--- config.mk ---
export PLATFORM = sky130hd
export DESIGN_NAME = isched_stream
export DESIGN_NICKNAME = d
export VERILOG_FILES = /design/src/rtl/isched_stream.sv
export SDC_FILE = /design/constraint.sdc
export NUM_CORES = 1
export LEC_CHECK = 0
export ABC_AREA = 1
export BUFFER_PORTS_ARGS = -buffer_cell sky130_fd_sc_hd__buf_2
export CAP_MARGIN = 10
export CORE_UTILIZATION = 50
export DETAILED_ROUTE_END_ITERATION = 12
export PLACE_DENSITY = 0.81
export SKIP_LAST_GASP = 1
export SYNTH_ARGS = -nofsm -noshare
export SYNTH_HDL_FRONTEND = slang
export SYNTH_HIERARCHICAL = 1
export SYNTH_SLANG_ARGS = --single-unit
--- constraint.sdc ---
create_clock -name clock -period 2.35 [get_ports clock]
set_input_delay 0.235 -clock clock [delete_from_list [all_inputs] [get_ports clock]]
set_output_delay 0.235 -clock clock [all_outputs]
set_load 0.1 [all_outputs]
--- src/rtl/isched_stream.sv ---
// isched_stream: walks memory rows start_addr..end_addr (wrapping at the top of
// the address space). Each row is read from a synchronous SRAM and streamed
// MSB-chunk-first on a valid/ready channel.
// Optional feature macro: ISCHED_ZERO_SKIP_EN. When it is defined, all-zero
// chunks are never presented. When it is undefined, every chunk is streamed.

// Per-chunk output lane: drives its chunk onto the shared OR bus only while the
// scheduler is emitting and the chunk index selects this lane.
module isched_stream_lane #(
   parameter int CHUNK_W = 48,
   parameter int IDX_W   = 2,
   parameter int LANE    = 0
) (
   input  logic [CHUNK_W-1:0] chunk,
   input  logic [IDX_W-1:0]   idx,
   input  logic               emit,
   output logic [CHUNK_W-1:0] selData
);
   logic sel;

   // one-hot select keeps out_data a plain AND-OR tree with no wide mux
   always_comb begin
      sel     = emit && (idx == IDX_W'(LANE));
      selData = sel ? chunk : '0;
   end
endmodule

module isched_stream #(
   parameter int CHUNK_W = 48,
   parameter int CHUNKS  = 4,
   parameter int ADDR_W  = 8
) (
   input  logic                      clock,
   input  logic                      reset,
   input  logic                      start,
   input  logic                      abort,
   input  logic [ADDR_W-1:0]         start_addr,
   input  logic [ADDR_W-1:0]         end_addr,
   output logic                      mem_rd,
   output logic [ADDR_W-1:0]         mem_addr,
   input  logic [CHUNK_W*CHUNKS-1:0] mem_data,
   output logic                      out_valid,
   input  logic                      out_ready,
   output logic [CHUNK_W-1:0]        out_data,
   output logic                      out_last_chunk,
   output logic                      out_last_row,
   output logic                      busy,
   output logic                      done
);
   localparam int IDX_W = (CHUNKS > 1) ? $clog2(CHUNKS) : 1;

   typedef enum logic [2:0] {IDLE, FETCH, WAIT, EMIT, DONE} state_t;

   state_t                          state, nextState;
   logic [ADDR_W-1:0]               rowPtr, endAddrQ;
   logic [CHUNKS-1:0][CHUNK_W-1:0]  rowBuf, memRow;
   logic [CHUNKS-1:0][CHUNK_W-1:0]  laneData;   // indexed in presentation order
   logic [IDX_W-1:0]                chunkIdx, nextIdx, firstIdx;
   logic                            emitting, xfer, isLast, lastRow, rowEmpty;

   assign memRow   = mem_data;
   assign emitting = (state == EMIT);
   assign xfer     = emitting && out_ready;
   assign lastRow  = (rowPtr == endAddrQ);

   // lane g presents chunk g, i.e. row bits counted down from the MSB end
   for (genvar g = 0; g < CHUNKS; g++) begin : gLane
      isched_stream_lane #(.CHUNK_W(CHUNK_W), .IDX_W(IDX_W), .LANE(g)) uLane (
         .chunk   (rowBuf[CHUNKS-1-g]),
         .idx     (chunkIdx),
         .emit    (emitting),
         .selData (laneData[g])
      );
   end

`ifdef ISCHED_ZERO_SKIP_EN
   logic [CHUNKS-1:0] bufNz, memNz;
   logic              nxtFound, memFound;

   for (genvar g = 0; g < CHUNKS; g++) begin : gNz
      assign bufNz[g] = |rowBuf[CHUNKS-1-g];
      assign memNz[g] = |memRow[CHUNKS-1-g];
   end

   // {found, index} of the lowest set mask bit at or above 'from'
   function automatic logic [IDX_W:0] firstFrom(input logic [CHUNKS-1:0] mask, input int from);
      logic [IDX_W:0] r;
      r = '0;
      for (int j = CHUNKS - 1; j >= 0; j--)
         if (j >= from && mask[j]) r = {1'b1, IDX_W'(j)};
      return r;
   endfunction

   // skip decode: next nonzero chunk of the buffered row, first nonzero chunk of the incoming row
   always_comb begin
      {nxtFound, nextIdx} = firstFrom(bufNz, int'(chunkIdx) + 1);
      {memFound, firstIdx} = firstFrom(memNz, 0);
      isLast   = !nxtFound;
      rowEmpty = !memFound;
   end
`else
   // plain decode: every chunk is presented, last one is index CHUNKS-1
   always_comb begin
      nextIdx  = chunkIdx + 1'b1;
      firstIdx = '0;
      isLast   = (chunkIdx == IDX_W'(CHUNKS - 1));
      rowEmpty = 1'b0;
   end
`endif

   // state register
   always_ff @(posedge clock) begin
      if (reset) state <= IDLE;
      else       state <= nextState;
   end

   // next-state logic; abort overrides everything but reset
   always_comb begin
      nextState = state;
      if (abort) nextState = IDLE;
      else begin
         case (state)
            IDLE:    if (start) nextState = FETCH;
            FETCH:   nextState = WAIT;
            WAIT:    if (rowEmpty) nextState = lastRow ? DONE : FETCH;
                     else          nextState = EMIT;
            EMIT:    if (xfer && isLast) nextState = lastRow ? DONE : FETCH;
            DONE:    nextState = IDLE;
            default: nextState = IDLE;
         endcase
      end
   end

   // row pointer, end address, row buffer and chunk index
   always_ff @(posedge clock) begin
      if (reset) begin
         endAddrQ <= '0;
         rowPtr   <= '0;
         rowBuf   <= '0;
         chunkIdx <= '0;
      end else if (!abort) begin
         case (state)
            IDLE: if (start) begin
               endAddrQ <= end_addr;
               rowPtr   <= start_addr;
            end
            WAIT: begin
               rowBuf   <= memRow;
               chunkIdx <= firstIdx;
               if (rowEmpty && !lastRow) rowPtr <= rowPtr + 1'b1;
            end
            EMIT: if (xfer) begin
               if (!isLast)      chunkIdx <= nextIdx;
               else if (!lastRow) rowPtr  <= rowPtr + 1'b1;
            end
            default: ;
         endcase
      end
   end

   // outputs decoded from registered state only; out_ready never reaches valid/data
   always_comb begin
      mem_rd         = (state == FETCH);
      mem_addr       = rowPtr;
      busy           = (state != IDLE);
      done           = (state == DONE);
      out_valid      = emitting;
      out_last_chunk = emitting && isLast;
      out_last_row   = emitting && lastRow;
      out_data       = '0;
      for (int g = 0; g < CHUNKS; g++) out_data = out_data | laneData[g];
   end
endmodule

==> flow_summary.ini <==
[synthesis]
netlist_top_cells_area = dfxtp_1 40%, inv_1 15%, o21ai_0 9.8%, a21oi_1 9.5%, nor2_4 5.6%
netlist_instances = 1497
avgSynthCellArea_um2 = 7.045
synth_nets = 1712
synth.distinct_cells = 31
ys_seq_area_share_pct = 40.43
syn_area_mm2 = 0.01055
synth_top_area_share_pct = 40.43
synth_seq_cells = 213
yosysWarnings = 6
yosysTopAreaCell = dfxtp_1

[pwr]
p_int_mw = 6.071
power.switching_mw = 1.943
pwr_density_cell_mw_per_mm2 = 551.7
p_clk_share_pct = 44.1
pwr-share-comb_pct = 9.0
peakVddDrop_mv = 0.6838
pwr-share-seq_pct = 46.9
netSwitchingFraction_pct = 24.24
leakagePower_nw = 5.339

[layout]
post-route-util_pct = 71.10
final_layout_size_suffix_gt1_share_pct = 29.88
area_growth_pct = 37.74
final_nets = 1983
final_cells = 2059

[critical_path]
cp_top_family = simple AND/OR/NAND/NOR gates
critPathCaptureType = output pin
critPathMaxFanout = 8
worst_path_largest_cell_delay_ns = 0.52
worstPathArrival_ns = 2.20
crit_type = flop to output pin
start_kind = flop
critPathRequiredTime_ns = 2.12
path_cells = inv_4 > nand3_4 > inv_8 > nand3_4 > buf_12 > buf_16 > nor2_4 > or4_4 > buf_12
cp_num_buf_inv = 5
cp_slowest_cell = or4_4

[run_status]
status = complete, but fails checks
violations = setup timing

[route]
route.detailed.drc = 0
vias_per_cell = 4.932
drt-pass1-iter-count = 5
vias = 10156
routedWlPerCell_um = 14.60
first_iter_violations = 474
wirelength_um = 30070
ant_nets = 0

[sta]
slew_headroom_pct = 67.43
fin_crit_ns = 2.438
skew_ns = 0.006370
finalHoldViolations = 0
max_freq_ghz = 0.4102
tns_ns = -2.637
tightestPinTransition_ns = 0.4919
drv_slew = 0
finalCritPeriodShare_pct = 103.7
worst_slack_ns = -0.08780
report.final.setup_viol = 48
rsz0062_at_grt = yes

[cts]
cts_buffers = 23
clock_sinks = 213
worstSkewPairLatency_ns = 0.50
htreeDepth = 1
clock-root-buffer = clkbuf_16
cts-root-to-sink-buffers = 3
cts_tree = done
clk_pin_slew_ns = 0.06

[floorplanning]
start_util_pct = 51.62
die_w_um = 147.2
dieArea_mm2 = 0.02168
ios = 275
coreArea_mm2 = 0.02043
die_y_um = 147.2
row_count = 52

[worst_hold_path]
hp-class = input pin to flop

[placement]
place_congestion = 0.8523
hpwl_um = 19320
placed_cells = 1977
portBuffers = 274
place_ws_ns = 0.1890

[grt]
grt_max_degree = 86
antenna_found_initial = 7
grt_pass1_wl_um = 46460
grt_pass1_vias = 9607
gr-usage-all-layers_pct = 26.48
overflow = 0

[job]
cap_violations = 0
per-stage QoR:
stage	instance area (µm²)	hold slack, ns	power (mW)
after global placement	13060	0.4298	4.497
after global routing	14520	0.01917	8.320
final	14530	0.01615	8.014
after detailed placement	13060	0.4352	4.517
after floorplan	10750	0.2967	4.245
after CTS	14280	0.0005783	8.079
registers in the layout (all words and copies together) (netlist names):
signal	cells
endAddrQ	8
rowBuf	192
chunkIdx	2
state	3
mem_addr	8
timing repair:
item                                   CTS  global route
buffers inserted                        10             2
pin swaps                               22            29
hold buffers                            15             0
resized for setup                       38            20
cloned                                   5             7
setup endpoints to repair               49            49
endpoints found under the hold margin   16             0
cells in the mapped netlist:
cell type	number
inv_2	3
clkbuf_2	1
inv_1	412
nand3_4	1
buf_4	3
buf_8	3
nor3_1	3
dfxtp_1	213
nor2_1	144
nand2_2	3
or4_1	48
buf_2	15
nand2_1	56
buf_6	8
buf_1	3
o21bai_1	2
clkbuf_1	56
a31oi_1	2
nand3_1	12
o21ai_0	207
ha_1	2
a21oi_1	200
nor2_2	30
nand4_1	2
buf_12	2
nor2_4	52
nor3_2	1
a211oi_1	1
nand3_2	4
o21ai_2	2
xnor2_1	6
power by group through the flow:
stage               logic, mW  clock network [mW]  registers (mW)
global placement        0.663                   0            3.83
floorplan               0.353                   0            3.89
detailed placement      0.677                   0            3.84
global route            0.801                3.75            3.77
CTS                     0.713                3.61            3.76
finish                  0.720                3.54            3.76
worst reg2reg max path, delay by kind of cell, from the launching register on:
family / cells / cell delay (ns)
AOI/OAI and AO/OA: 2 / 0.31
DFF: 1 / 0.35
and+or+nand+nor: 2 / 0.54
buffers and inverters: 2 / 0.58
per-layer routing:
metal / routed length, µm / GRT usage (%) / share of wire, % / vias to the layer above
met3: 2068 / 4.969 / 6.9 / 86
li1: - / - / - / 5119
met5: 27 / 0 / 0.090 / -
met4: 1276 / 12.37 / 4.2 / 4
met2: 14640 / 45.94 / 49 / 371
met1: 12060 / 31.52 / 40 / 4576
cell type report:
class,count,area (µm²)
Clock inverter,10,77.57
Tap cell,270,337.8
Inverter,415,1570
Timing Repair Buffer,337,3042
Antenna cell,5,12.51
Clock buffer,31,665.6
Multi-Input combinational cell,778,4532
Sequential cell,213,4289
Fill cell,1568,5903
final timing paths:
| kind | start | endpoint | slack, ns | depth (start not counted) |
|---|---|---|---|---|
| setup reg to reg | state[2]$_SDFFE_PP0P_ | rowBuf[142]$_SDFFE_PP0P_ | 0.46 | 6 |
| hold reg to reg | rowBuf[40]$_SDFFE_PP0P_ | rowBuf[40]$_SDFFE_PP0P_ | 0.44 | 2 |
| setup / recovery | state[2]$_SDFFE_PP0P_ | out_data[44] | -0.09 | 9 |
| hold / removal | mem_data[2] | rowBuf[2]$_SDFFE_PP0P_ | 0.02 | 3 |
placed cells by master, fill, tap and decap left out, types with 3 or more instances in the layout:
| cell type | netlist | final |
|---|---|---|
| inv_1 | 412 | 411 |
| buf_2 | 15 | 225 |
| o21ai_0 | 207 | 207 |
| dfxtp_1 | 213 | 201 |
| a21oi_1 | 200 | 200 |
| nor2_1 | 144 | 132 |
| buf_12 | 2 | 62 |
| nor2_4 | 52 | 60 |
| nand2_1 | 56 | 55 |
| or4_4 | 0 | 48 |
| nor2_2 | 30 | 34 |
| clkbuf_16 | 0 | 30 |
| buf_4 | 3 | 18 |
| dlygate4sd3_1 | 0 | 15 |
| nand3_1 | 12 | 12 |
| clkinv_2 | 0 | 8 |
| dfxtp_2 | 0 | 8 |
| xnor2_1 | 6 | 6 |
| clkbuf_8 | 0 | 6 |
| buf_16 | 0 | 6 |
| diode_2 | 0 | 5 |
| nand3_4 | 1 | 5 |
| dfxtp_4 | 0 | 4 |
| nor3_2 | 1 | 3 |
| nand2_2 | 3 | 3 |
kinds of logic after synthesis:
group / count (synthesis) / synth area share (%)
simple gates: 356 / 19.52
flops: 213 / 40.43
buf+inv: 506 / 19.50
fa+ha+maj: 2 / 0.2372
compound gates: 414 / 19.81
xor+xnor: 6 / 0.4983
Power figures use the tool's default switching activity.
